[src/rtl/btn_event_cnt_pkg.sv]
// Shared widths and the BCD increment helper for the two-channel press counter.
package btn_event_cnt_pkg;

    localparam int BCD_DIGITS = 4;
    localparam int CNT_W      = 16;
    localparam int DEB_CNT_W  = 20;

    // Returns {carry_out, digit_out}; a carry-in on 9 rolls the digit to 0.
    function automatic logic [4:0] bcd_digit_inc(input logic [3:0] digit, input logic carry);
        logic [4:0] res;
        res = {1'b0, digit};
        if (carry) begin
            if (digit >= 4'd9) begin
                res = 5'b1_0000;
            end else begin
                res = {1'b0, digit + 4'd1};
            end
        end
        return res;
    endfunction

    function automatic logic [CNT_W-1:0] bcd_inc(input logic [CNT_W-1:0] val);
        logic [CNT_W-1:0] res;
        logic [4:0]       dig;
        logic             carry;
        res   = '0;
        carry = 1'b1;
        for (int i = 0; i < BCD_DIGITS; i++) begin
            dig            = bcd_digit_inc(val[4*i +: 4], carry);
            res[4*i +: 4]  = dig[3:0];
            carry          = dig[4];
        end
        return res;
    endfunction

endpackage

[src/rtl/btn_debounce.sv]
// Two-flop synchronizer, counter-based debouncer and registered rising-edge pulse.
module btn_debounce
    import btn_event_cnt_pkg::*;
#(
    parameter int DEBOUNCE_CYCLES = 1_000_000
) (
    input  logic clk,
    input  logic rst_n,
    input  logic din,
    output logic rise
);

    localparam logic [DEB_CNT_W-1:0] TC = DEB_CNT_W'(DEBOUNCE_CYCLES - 1);

    logic [1:0]           sync;
    logic                 level;
    logic                 level_d;
    logic [DEB_CNT_W-1:0] cnt;

    always_ff @(posedge clk or negedge rst_n) begin
        if (!rst_n) begin
            sync    <= '0;
            level   <= 1'b0;
            level_d <= 1'b0;
            cnt     <= '0;
            rise    <= 1'b0;
        end else begin
            sync <= {sync[0], din};
            if (sync[1] == level) begin
                cnt <= '0;
            end else if (cnt == TC) begin
                level <= ~level;
                cnt   <= '0;
            end else begin
                cnt <= cnt + 1'b1;
            end
            // Pulse lands one cycle after the level rises.
            level_d <= level;
            rise    <= level & ~level_d;
        end
    end

endmodule

[src/rtl/btn_event_cnt.sv]
// Two debounced push-button channels counting presses in 4-digit BCD, with a debounced clear.
module btn_event_cnt
    import btn_event_cnt_pkg::*;
#(
    parameter int DEBOUNCE_CYCLES = 1_000_000
) (
    input  logic             clk_100MHz_i,
    input  logic             rst_n,
    input  logic             btn_1_i,
    input  logic             btn_2_i,
    input  logic             clr_i,
    output logic [CNT_W-1:0] cnt_val_1_o,
    output logic [CNT_W-1:0] cnt_val_2_o,
    output logic             event_1_o,
    output logic             event_2_o
);

    logic clr_evt;

    btn_debounce #(.DEBOUNCE_CYCLES(DEBOUNCE_CYCLES)) u_deb_1 (
        .clk   (clk_100MHz_i),
        .rst_n (rst_n),
        .din   (btn_1_i),
        .rise  (event_1_o)
    );

    btn_debounce #(.DEBOUNCE_CYCLES(DEBOUNCE_CYCLES)) u_deb_2 (
        .clk   (clk_100MHz_i),
        .rst_n (rst_n),
        .din   (btn_2_i),
        .rise  (event_2_o)
    );

    btn_debounce #(.DEBOUNCE_CYCLES(DEBOUNCE_CYCLES)) u_deb_clr (
        .clk   (clk_100MHz_i),
        .rst_n (rst_n),
        .din   (clr_i),
        .rise  (clr_evt)
    );

    // Clear takes priority over a press arriving in the same cycle.
    always_ff @(posedge clk_100MHz_i or negedge rst_n) begin
        if (!rst_n) begin
            cnt_val_1_o <= '0;
            cnt_val_2_o <= '0;
        end else if (clr_evt) begin
            cnt_val_1_o <= '0;
            cnt_val_2_o <= '0;
        end else begin
            if (event_1_o) cnt_val_1_o <= bcd_inc(cnt_val_1_o);
            if (event_2_o) cnt_val_2_o <= bcd_inc(cnt_val_2_o);
        end
    end

endmodule
[config.mk]
export PLATFORM = sky130hd
export DESIGN_NAME = btn_event_cnt
export DESIGN_NICKNAME = d
export VERILOG_FILES = /design/src/rtl/btn_event_cnt_pkg.sv /design/src/rtl/btn_debounce.sv /design/src/rtl/btn_event_cnt.sv
export SDC_FILE = /design/constraint.sdc
export NUM_CORES = 1
export LEC_CHECK = 0
export BUFFER_PORTS_ARGS = -buffer_cell sky130_fd_sc_hd__buf_4
export CAP_MARGIN = 10
export CORE_MARGIN = 1
export CORE_UTILIZATION = 61
export CTS_CLUSTER_DIAMETER = 60
export DETAILED_ROUTE_END_ITERATION = 7
export GPL_ROUTABILITY_DRIVEN = 0
export HOLD_SLACK_MARGIN = 0.05
export PLACE_DENSITY = 0.8
export SYNTH_ARGS = -nofsm -noshare
export SYNTH_HDL_FRONTEND = slang
export SYNTH_SLANG_ARGS = --single-unit
[constraint.sdc]
create_clock -name clk_100MHz_i -period 2.5 [get_ports clk_100MHz_i]
set_clock_uncertainty 0.05 [all_clocks]
set_input_delay 0.5 -clock clk_100MHz_i [delete_from_list [all_inputs] [get_ports clk_100MHz_i]]
set_output_delay 0.5 -clock clk_100MHz_i [all_outputs]
set_load 0.005 [all_outputs]
==> summary.md <==
| Metric | Value |
|---|---|
| Drt pass-1 iters | `5` |
| Clk root buf | `clkbuf_8` |
| DRT iter0 DRCs | `160` |
| CP startpoint kind | `register` |
| Standard-cell rows | `34` |
| Achievable Freq | `0.468 GHz` |
| Net count after synthesis | `591` |
| Area Growth Syn to Fin | `11.2%` |
| Max-slew headroom | `58.0%` |
| Clock Path Buffers | `2` |
| Final WL | `10,700 um` |
| CTS buffer count | `9` |
| Power per cell area | `457 nW/um^2` |
| Flop-to-flop setup slack | `0.36 ns` |
| Pin count of the biggest net entering global routing | `63` |
| Met3 usage | `4.46%` |
| DP Wirelength | `7710 um` |
| Pleak | `2.66 nW` |
| Mapped Cells | `559` |
| Synth warn | `0` |
| Min cycle time layout | `2.14 ns` |
| IO Port Bufs | `38` |
| Cts repair resizes | `0` |
| Async set-reset flop share out of synthesis | `100%` |
| Met2 GRT Util | `40.7%` |
| Post-CTS Setup Bufs | `0` |
| Crit path from | `cnt_val_1_o[13]$_DFFE_PN0P_` |
| Area leader, netlist | `dfrtp_1` |
| Post-synth EDFFs | `0` |
| Main area contributors after synthesis | `dfrtp_1 (48%), ha_1 (6.1%), xnor2_1 (5.2%), nand3_1 (4.0%), nor2_1 (3.7%)` |
| Crit-path max FO | `5` |
| Cell area after synthesis | `5550 sq um` |
| Outcome | `finished, final reports clean` |
| Clock Sinks | `107` |
| Post-placement cell area | `5990 sq um` |
| Worst-Skew Late Latency | `0.37 ns` |
| Gr ovfl total | `0` |
| Post-synthesis sequential area ratio | `48.2%` |
| Worst-path clk slew | `0.10 ns` |
| Hold depth | `1` |
| RSZ-0062 raised after global routing | `false` |
| First-pass GRT wire length | `18,400 um` |
| Vias in the first global route | `4,083` |
| GR peak layer | `met2` |
| Vias | `4,228` |
| Commonest cells in the synthesized netlist | `dfrtp_1 (107), nor2_1 (54), nand3_1 (44)` |
| R2R cell count | `5` |
| Slew Limit Fails | `0` |
| WL per Instance | `14.9 um` |
| Max Cap Viol | `0` |
| Setup tns final | `0 ns` |
| Synth Area per Inst | `9.93 sq um` |
| Synth Register Bits | `107` |
| Crit path DAT | `2.40 ns` |
| Count leader, synth | `dfrtp_1` |
| Antenna Nets Post-Route | `0` |
| Worst hold start | `btn_1_i` |
| Die Wd | `97.4 um` |
| Final Hold Viols | `0` |
| Final instance area | `6170 sq um` |
| Hold Crit Class | `in2reg` |
| Die Ht | `97.4 um` |
| WHS Endpoint | `u_deb_1.sync[0]$_DFF_PN0_` |
| Fin crit share | `85.5%` |
| CP required | `2.76 ns` |
| Initial Util | `63.4%` |
| Die footprint | `9490 sq um` |
| Share of the synthesized area in the top cell type | `48.2%` |
| Antenna cell count | `0` |
| CTS tree | `built` |
| # DRC | `0` |
| DR vias/cell | `5.91` |
| Reg2reg start | `cnt_val_1_o[13]$_DFFE_PN0P_` |
| Worst R2R End | `cnt_val_1_o[12]$_DFFE_PN0P_` |
| Hold WS | `0.182 ns` |
| Layout cells sized above 1 | `14.0%` |
| Kind of critical path | `reg2reg` |
| CTS H-tree depth | `3` |
| Slew @ Worst Pin | `0.615 ns` |
| Worst Setup End Kind | `register` |
| Peak supply drop | `333 uV` |
| GR Util All Layers | `23.9%` |
| Final setup vio count | `0` |
| # IOs | `39` |
| Initial antenna violation count | `0` |
| Synth Flop Type | `dfrtp_1` |
| Core footprint | `8760 sq um` |
| Final nets | `637` |
| GRT met1 Usage | `30.7%` |
| Synth cell types | `55` |
timing repair:
item | CTS | global route
endpoints found under the hold margin | 3 | 0
setup endpoints to repair | 0 | 0
hold buffers | 1 | 0
per-layer routing:
metal	wire, um	part of all wire [%]
met5	0	0
met4	174	1.6
met3	409	3.8
met2	5280	49
met1	4810	45
final cells by class:
type | instances | area, sq um
clock buffer | 10 | 138
clock inverter | 4 | 33.8
fill | 673 | 2590
inverter | 30 | 113
multi-input combinational | 408 | 2690
sequential | 107 | 2680
tap | 108 | 135
timing repair buffer | 49 | 383
cell families after synthesis:
family | share of synthesized area, %
and+or+nand+nor | 24.3
DFF | 48.2
AOI/OAI and AO/OA | 8.97
xor gates and xnor gates | 7.73
buffers and inverters | 3.29
adders and majority gates | 6.08
muxes | 1.37
where the power goes:
group	switching (mW)	internal [mW]	total, mW
registers	0.0160	1.75	1.76
clock network	0.576	0.392	0.968
logic	0.0609	0.0291	0.0900
per-stage QoR:
step	utilization, %	worst slack (ns)	std cells	total power [mW]
floorplan	-	0.381	559	1.83
global placement	68.4	0.453	701	1.88
detailed placement	68.4	0.397	701	1.89
CTS	70.4	0.375	716	2.86
global route	70.4	0.230	716	2.94
finish	70.4	0.364	716	2.82
worst max-delay path, stage by stage (launching register included):
cell and delay, ns:
dfrtp_1 0.43, inv_1 0.09, ha_1 0.17, or3b_2 0.49, a2111oi_0 0.61, a31o_2 0.25
how the worst max path moves through the flow:
stage | slack [ns] | cells after the start | to
6_report | 0.36 | 5 | cnt_val_1_o[12]$_DFFE_PN0P_
5_1_grt | 0.23 | 6 | cnt_val_1_o[9]$_DFFE_PN0P_
4_1_cts | 0.37 | 7 | cnt_val_2_o[14]$_DFFE_PN0P_
3_5_place_dp | 0.40 | 7 | cnt_val_2_o[14]$_DFFE_PN0P_
3_3_place_gp | 0.45 | 7 | cnt_val_2_o[14]$_DFFE_PN0P_
2_1_floorplan | 0.38 | 7 | cnt_val_2_o[14]$_DFFE_PN0P_
flip-flops by register name, indices dropped and copies added, names as in the netlist:
signal	cells
u_deb_clr.cnt	20
u_deb_clr.level_d	1
u_deb_2.sync	2
u_deb_1.level	1
u_deb_2.level	1
u_deb_2.cnt	20
cnt_val_2_o	16
u_deb_clr.rise	1
cnt_val_1_o	16
u_deb_1.level_d	1
u_deb_2.rise	1
u_deb_clr.level	1
u_deb_2.level_d	1
u_deb_1.sync	2
u_deb_1.rise	1
u_deb_1.cnt	20
u_deb_clr.sync	2
layout by cell type, fill, tap and decap left out, types with 10 or more instances in the layout:
cell type  netlist  layout
a21oi_1         32      32
nor2b_1         10      10
inv_1           30      30
dfrtp_1        107     107
nand2_1         30      30
xor2_1          16      16
or3_1           11      11
nor3_1          14      14
nor2_1          54      54
xnor2_1         33      33
buf_4            2      47
nor4_1          13      13
and3_1          10      10
nand4_1         19      19
ha_1            27      27
o21ai_0         14      14
clkbuf_8         0      10
nand3_1         44      44
(Power assumes the default switching activity.)
